==> src/rtl/loader_pkg.sv <==
// Shared types and constants for the boot-time instruction-memory loader.
package loader_pkg;

  // Loader frame-parsing states
  typedef enum logic [2:0] {
    ST_SYNC,
    ST_LEN_LO,
    ST_LEN_HI,
    ST_DATA,
    ST_CHECK,
    ST_DONE,
    ST_ERROR
  } state_e;

  // Frame start marker; everything before it is discarded
  localparam logic [7:0] SYNC_BYTE = 8'hA5;

  // Word count carried in the frame header
  typedef logic [15:0] len_t;

  // Byte address of word idx relative to the image base
  function automatic logic [31:0] word_addr(input logic [31:0] base, input len_t idx);
    return base + {14'd0, idx, 2'b00};
  endfunction

endpackage

==> src/rtl/imem_loader_if.sv <==
// Byte-stream input and instruction-memory write port of the loader.
interface imem_loader_if;

  logic        in_valid;
  logic [7:0]  in_data;
  logic        in_ready;
  logic        imem_we;
  logic [31:0] imem_addr;
  logic [31:0] imem_wdata;

  // Host side: drives the byte stream and observes the memory writes
  modport master (
    output in_valid,
    output in_data,
    input  in_ready,
    input  imem_we,
    input  imem_addr,
    input  imem_wdata
  );

  // Loader side
  modport slave (
    input  in_valid,
    input  in_data,
    output in_ready,
    output imem_we,
    output imem_addr,
    output imem_wdata
  );

endinterface

==> src/rtl/word_assembler.sv <==
// Packs accepted bytes little-endian into 32-bit words and emits a
// registered one-cycle valid pulse together with each completed word.
module word_assembler (
  input  logic        clk,
  input  logic        reset,
  input  logic        byte_vld_i,
  input  logic [7:0]  byte_i,
  output logic        lane_last_o,
  output logic        word_vld_o,
  output logic [31:0] word_o
);

  logic [1:0]  lane_q, lane_d;
  logic [23:0] buf_q, buf_d;
  logic [31:0] word_q, word_d;
  logic        vld_q, vld_d;

  // Lane placement: lanes 0..2 are buffered, lane 3 completes the word
  always_comb begin
    lane_d = lane_q;
    buf_d  = buf_q;
    word_d = word_q;
    vld_d  = 1'b0;
    if (byte_vld_i) begin
      lane_d = lane_q + 2'd1;
      case (lane_q)
        2'd0: buf_d[7:0]   = byte_i;
        2'd1: buf_d[15:8]  = byte_i;
        2'd2: buf_d[23:16] = byte_i;
        default: begin
          word_d = {byte_i, buf_q};
          vld_d  = 1'b1;
        end
      endcase
    end
  end

  // Assembler registers; async reset also kills a pending write pulse
  always_ff @(posedge clk or negedge reset) begin
    if (!reset) begin
      lane_q <= 2'd0;
      buf_q  <= 24'd0;
      word_q <= 32'd0;
      vld_q  <= 1'b0;
    end else begin
      lane_q <= lane_d;
      buf_q  <= buf_d;
      word_q <= word_d;
      vld_q  <= vld_d;
    end
  end

  assign lane_last_o = (lane_q == 2'd3);
  assign word_vld_o  = vld_q;
  assign word_o      = word_q;

endmodule

==> src/rtl/imem_loader.sv <==
// Boot loader: parses a framed byte stream (SYNC, LEN, data, CHK), writes
// the words into instruction memory and releases the core from reset only
// after the whole image has been written and its XOR checksum verified.
module imem_loader
  import loader_pkg::*;
#(
  parameter int          MEM_WORDS = 256,
  parameter logic [31:0] BASE_ADDR = 32'h0000_0000
) (
  input  logic          clk,
  input  logic          reset,
  imem_loader_if.slave  bus,
  output logic          core_reset,
  output logic          done,
  output logic          error
);

  state_e      state_q, state_d;
  len_t        len_q, len_d;
  len_t        idx_q, idx_d;
  logic [7:0]  xor_q, xor_d;
  logic [31:0] addr_q, addr_d;
  logic        in_ready_q, in_ready_d;
  logic        done_q, done_d;
  logic        error_q, error_d;
  logic        core_reset_q, core_reset_d;

  logic        acc;
  logic        data_byte;
  logic        lane_last;
  logic        word_vld;
  logic [31:0] word;
  len_t        len_full;

  assign acc       = bus.in_valid && in_ready_q;
  assign data_byte = acc && (state_q == ST_DATA);
  // Full word count as it would be once LEN_HI is latched
  assign len_full  = {bus.in_data, len_q[7:0]};

  word_assembler u_asm (
    .clk         (clk),
    .reset       (reset),
    .byte_vld_i  (data_byte),
    .byte_i      (bus.in_data),
    .lane_last_o (lane_last),
    .word_vld_o  (word_vld),
    .word_o      (word)
  );

  // State register
  always_ff @(posedge clk or negedge reset) begin
    if (!reset) state_q <= ST_SYNC;
    else        state_q <= state_d;
  end

  // Next-state logic; DONE and ERROR are terminal until reset
  always_comb begin
    state_d = state_q;
    case (state_q)
      ST_SYNC:   if (acc && bus.in_data == SYNC_BYTE) state_d = ST_LEN_LO;
      ST_LEN_LO: if (acc) state_d = ST_LEN_HI;
      ST_LEN_HI: begin
        if (acc) begin
          if ({1'b0, len_full} > 17'(MEM_WORDS)) state_d = ST_ERROR;
          else if (len_full == 16'd0)            state_d = ST_CHECK;
          else                                   state_d = ST_DATA;
        end
      end
      ST_DATA: begin
        if (acc && lane_last && idx_q == 16'(len_q - 16'd1)) state_d = ST_CHECK;
      end
      ST_CHECK: begin
        if (acc) state_d = (bus.in_data == xor_q) ? ST_DONE : ST_ERROR;
      end
      ST_DONE:  state_d = ST_DONE;
      ST_ERROR: state_d = ST_ERROR;
      default:  state_d = ST_SYNC;
    endcase
  end

  // Output decode from the next state so that status outputs are registered
  always_comb begin
    in_ready_d   = 1'b1;
    done_d       = 1'b0;
    error_d      = 1'b0;
    core_reset_d = 1'b1;
    case (state_d)
      ST_DONE: begin
        in_ready_d   = 1'b0;
        done_d       = 1'b1;
        core_reset_d = 1'b0;
      end
      ST_ERROR: begin
        in_ready_d = 1'b0;
        error_d    = 1'b1;
      end
      default: ;
    endcase
  end

  // Status output registers
  always_ff @(posedge clk or negedge reset) begin
    if (!reset) begin
      in_ready_q   <= 1'b1;
      done_q       <= 1'b0;
      error_q      <= 1'b0;
      core_reset_q <= 1'b1;
    end else begin
      in_ready_q   <= in_ready_d;
      done_q       <= done_d;
      error_q      <= error_d;
      core_reset_q <= core_reset_d;
    end
  end

  // Length capture, word index / address counter and checksum accumulator
  always_comb begin
    len_d  = len_q;
    idx_d  = idx_q;
    xor_d  = xor_q;
    addr_d = addr_q;
    if (acc) begin
      case (state_q)
        ST_LEN_LO: begin
          len_d = {8'h00, bus.in_data};
          xor_d = xor_q ^ bus.in_data;
        end
        ST_LEN_HI: begin
          len_d = len_full;
          xor_d = xor_q ^ bus.in_data;
        end
        ST_DATA: begin
          xor_d = xor_q ^ bus.in_data;
          if (lane_last) begin
            // Address lines up with the word leaving the assembler next cycle
            addr_d = word_addr(BASE_ADDR, idx_q);
            idx_d  = idx_q + 16'd1;
          end
        end
        default: ;
      endcase
    end
  end

  // Datapath registers
  always_ff @(posedge clk or negedge reset) begin
    if (!reset) begin
      len_q  <= 16'd0;
      idx_q  <= 16'd0;
      xor_q  <= 8'd0;
      addr_q <= BASE_ADDR;
    end else begin
      len_q  <= len_d;
      idx_q  <= idx_d;
      xor_q  <= xor_d;
      addr_q <= addr_d;
    end
  end

  assign bus.in_ready   = in_ready_q;
  assign bus.imem_we    = word_vld;
  assign bus.imem_addr  = addr_q;
  assign bus.imem_wdata = word;
  assign core_reset     = core_reset_q;
  assign done           = done_q;
  assign error          = error_q;

endmodule

==> src/flat_wrapper.sv <==
// flat-port wrapper written by rule: the top's interface ports become plain ports
module imem_loader_flat import loader_pkg::*;
#(
  parameter int          MEM_WORDS = 256,
  parameter logic [31:0] BASE_ADDR = 32'h0000_0000
)
  (clk, reset, core_reset, done, error, bus_in_valid, bus_in_data, bus_in_ready, bus_imem_we, bus_imem_addr, bus_imem_wdata);
  imem_loader_if bus_i ();
  input  logic clk;
  input  logic reset;
  output logic core_reset;
  output logic done;
  output logic error;
  input wire logic [$bits(bus_i.in_valid)-1:0] bus_in_valid;
  input wire logic [$bits(bus_i.in_data)-1:0] bus_in_data;
  output wire logic [$bits(bus_i.in_ready)-1:0] bus_in_ready;
  output wire logic [$bits(bus_i.imem_we)-1:0] bus_imem_we;
  output wire logic [$bits(bus_i.imem_addr)-1:0] bus_imem_addr;
  output wire logic [$bits(bus_i.imem_wdata)-1:0] bus_imem_wdata;
  assign bus_i.in_valid = bus_in_valid;
  assign bus_i.in_data = bus_in_data;
  assign bus_in_ready = bus_i.in_ready;
  assign bus_imem_we = bus_i.imem_we;
  assign bus_imem_addr = bus_i.imem_addr;
  assign bus_imem_wdata = bus_i.imem_wdata;
  imem_loader #(.MEM_WORDS(MEM_WORDS), .BASE_ADDR(BASE_ADDR)) u_core (.clk(clk), .reset(reset), .bus(bus_i), .core_reset(core_reset), .done(done), .error(error));
endmodule
==> config.mk <==
export PLATFORM = sky130hd
export DESIGN_NAME = imem_loader_flat
export DESIGN_NICKNAME = d
export VERILOG_FILES = /design/src/rtl/loader_pkg.sv /design/src/rtl/imem_loader_if.sv /design/src/rtl/word_assembler.sv /design/src/rtl/imem_loader.sv /design/src/flat_wrapper.sv
export SDC_FILE = /design/constraint.sdc
export NUM_CORES = 1
export LEC_CHECK = 0
export BUFFER_PORTS_ARGS = -buffer_cell sky130_fd_sc_hd__buf_4
export CORE_MARGIN = 1.5
export CORE_UTILIZATION = 45
export DETAILED_ROUTE_END_ITERATION = 8
export MAX_ROUTING_LAYER = met4
export PLACE_DENSITY = 0.64
export SLEW_MARGIN = 40
export SYNTH_ARGS = -nofsm -noshare
export SYNTH_HDL_FRONTEND = slang
export SYNTH_SLANG_ARGS = --single-unit
==> constraint.sdc <==
create_clock -name clk -period 3.7 [get_ports clk]
set_input_delay 0.185 -clock clk [delete_from_list [all_inputs] [get_ports clk]]
set_output_delay 0.185 -clock clk [all_outputs]
set_load 0.02 [all_outputs]
==> impl_metrics.env <==
export IMPL_cp_cell_sequence="inv_1 > ha_1 > or3b_2 > or4_1 > a21oi_1 > a311oi_1 > o41ai_2 > a21boi_1"
export IMPL_postCtsResizedCells=0
export IMPL_p_per_area_nw_per_um2=745
export IMPL_slew_headroom=0.500
export IMPL_status="complete, no violations"
export IMPL_synth_most_common_cell="dfrtp_1"
export IMPL_p_leak_nw=3.15
export IMPL_yosysTopAreaCell="dfrtp_1"
export IMPL_cts_sinks=122
export IMPL_crit_slowest_cell="or3b_2"
export IMPL_ios=80
export IMPL_vias=3740
export IMPL_routed_wl_mm=12.2
export IMPL_cts_buffers_inserted=17
export IMPL_hold_class="input pin to register"
export IMPL_cts_buffer_depth=2
export IMPL_synth_cell_types=47
export IMPL_grt_pass1_vias=3886
export IMPL_htreeDepth=4
export IMPL_synthFlopType="dfrtp_1"
export IMPL_start_util=0.467
export IMPL_grt_setup_unrepaired="no"
export IMPL_portBuffers=63
export IMPL_async_flop_share=1.00
export IMPL_wire_per_inst_um=16.9
export IMPL_hold_start="bus_in_data[6]"
export IMPL_end_kind="register"
export IMPL_yosysSeqAreaShare=0.538
export IMPL_finClkSkew_ns=0.00725
export IMPL_cp_max_fo=6
export IMPL_synth_area_top_cells="dfrtp_1 (53%), mux2_2 (14%), xnor2_1 (4.9%)"
export IMPL_setup_viol=0
export IMPL_cts_tree="built"
export IMPL_postCtsHoldBufs=1
export IMPL_synth_avg_cell_area_um2=11.7
export IMPL_fin_nets=559
export IMPL_min_period_over_period=0.763
export IMPL_dp_hpwl_mm=7.89
export IMPL_syn_area_um2=5680
export IMPL_max_freq_mhz=354
export IMPL_dieArea_um2=13300
export IMPL_place_inst=690
export IMPL_ant_nets=0
export IMPL_synth_top_cell_area_share=0.528
export IMPL_critPathArrivalTime_ns=3.16
export IMPL_fin_ws_ns=0.877
export IMPL_ys_seq_elements=122
export IMPL_dpl_cell_area_um2=6220
export IMPL_fin_setup_tns_ns=0
export IMPL_yosys_top_cells_count="dfrtp_1 (120), mux2_2 (73), nand2_1 (53)"
export IMPL_required_ns=4.04
export IMPL_p_total_mw=5.11
export IMPL_via_per_inst=5.17
export IMPL_finalHoldViolCount=0
export IMPL_slowest_delay_ns=0.53
export IMPL_worstSetupStartpoint="u_core.len_q[0]$_DFFE_PN0P_"
export IMPL_place_gp_congestion=0.876
export IMPL_antenna_found_initial=0
export IMPL_grt_pass1_wl_mm=20.1
export IMPL_r2r_start="u_core.len_q[0]$_DFFE_PN0P_"
export IMPL_path_class="register to register"
export IMPL_first_pass_iters=4
export IMPL_final_area_um2=6860
export IMPL_route_detailed_drc=0
export IMPL_path_clk_slew_ns=0.06
export IMPL_start_kind="register"
export IMPL_fp_dieH_um=115
export IMPL_rows=40
export IMPL_cts_setup_buffers=0
export IMPL_core_um2=12200
export IMPL_insertion_delay_ns=0.41
export IMPL_postSynthCellCount=484
export IMPL_ys_warn_count=0
export IMPL_antenna_cells=0
export IMPL_cap_violations=0
export IMPL_track_usage=0.207
export IMPL_drive_above_1_share=0.328
export IMPL_fin_cells=723
export IMPL_dp_slack_ns=0.890
export IMPL_grt_max_degree=78
export IMPL_period_minus_slack_ns=2.82
export IMPL_synth_edff_count=0
export IMPL_drt_iter0_drc=156
export IMPL_area_growth_pct=20.6
export IMPL_grt_overflow_total=0
export IMPL_cts_root_buf="clkbuf_16"
export IMPL_die_x_um=115
export IMPL_worst_pin_slew_ns=0.750
export IMPL_slew_violations=0
export IMPL_ir_drop_v=0.000533
## final cells by class
type	count	area, µm²
Clock inverter	14	178
Tap cell	168	210
Multi-Input combinational cell	329	2450
Sequential cell	122	3060
Clock buffer	18	439
Timing Repair Buffer	67	509
Inverter	5	18.8
Fill cell	1056	5310
## worst paths after layout
kind                                                        endpoint  slack, ns  cells after the start
worst max-delay path                     u_core.state_q[2]$_DFF_PN0_       0.88                      8
worst min-delay path                     u_core.len_q[6]$_DFFE_PN0P_       0.11                      3
worst max register to register           u_core.state_q[2]$_DFF_PN0_       0.88                      8
worst min register to register           u_core.xor_q[2]$_DFFE_PN0P_       0.49                      1
max in group asynchronous                u_core.xor_q[3]$_DFFE_PN0P_       2.50                      3
min in group asynchronous       u_core.bus.imem_addr[14]$_DFFE_PN0P_       0.37                      2
## flip-flops by register name, indices dropped and copies added (netlist names), 2 cells and up
register              count
u_core.u_asm.word_o      32
u_core.u_asm.buf_q       24
u_core.bus.imem_addr     16
u_core.idx_q             16
u_core.len_q             16
u_core.xor_q              8
u_core.state_q            3
u_core.u_asm.lane_q       2
## cell families after synthesis
logic type	synth area share
flip-flops	0.538
AO/OA/AOI/OAI	0.0511
other	0.000660
AND/OR/NAND/NOR	0.119
adder cells (fa/ha/maj)	0.0132
multiplexers	0.146
buffers and inverters	0.0451
XOR/XNOR	0.0872
## cells in the final DEF (no fill, tap or decap), types with 3 or more instances in the layout
master,n
xor2_1,22
inv_1,5
and2_1,5
clkinvlp_4,3
nand2_1,53
and3_1,5
buf_4,65
a221oi_1,3
nand4_1,10
nor2b_1,5
mux2_2,73
a21oi_1,5
xnor2_1,32
conb_1,16
clkbuf_16,17
nor3_1,9
bufinv_16,4
or3_1,3
nand3_1,10
clkinv_2,7
dfrtp_1,120
o21ai_0,21
nand3b_1,3
ha_1,6
a31oi_1,3
or4_1,5
nor4_1,9
nor2_1,8
## critical path, delay by kind of cell, from the launching register on
family	cells	cell delay [ns]
AO/OA/AOI/OAI	4	1.01
adder cells (fa/ha/maj)	1	0.27
buffers and inverters	1	0.09
flip-flops	1	0.44
AND/OR/NAND/NOR	2	0.94
## stage by stage
step	hold WS, ns	utilization
CTS	0.0873	0.563
detailed placement	0.261	0.511
finish	0.105	0.564
floorplan	-0.111	-
global route	0.103	0.564
global placement	0.386	0.511
## power breakdown
group / internal (mW) / leakage [nW] / switching, mW
sequential: 1.76 / 1.54 / 0.267
combinational: 0.710 / 1.32 / 0.670
clock: 1.13 / 0.301 / 0.576
## layer usage
metal | global-route usage | vias up | part of all wire
li1 | - | 1768 | -
met1 | 0.259 | 1870 | 0.46
met2 | 0.320 | 91 | 0.48
met3 | 0.0611 | 11 | 0.048
met4 | 0.0782 | 0 | 0.011
met5 | - | - | 0
Note: power is estimated with default switching activity, not from simulation.
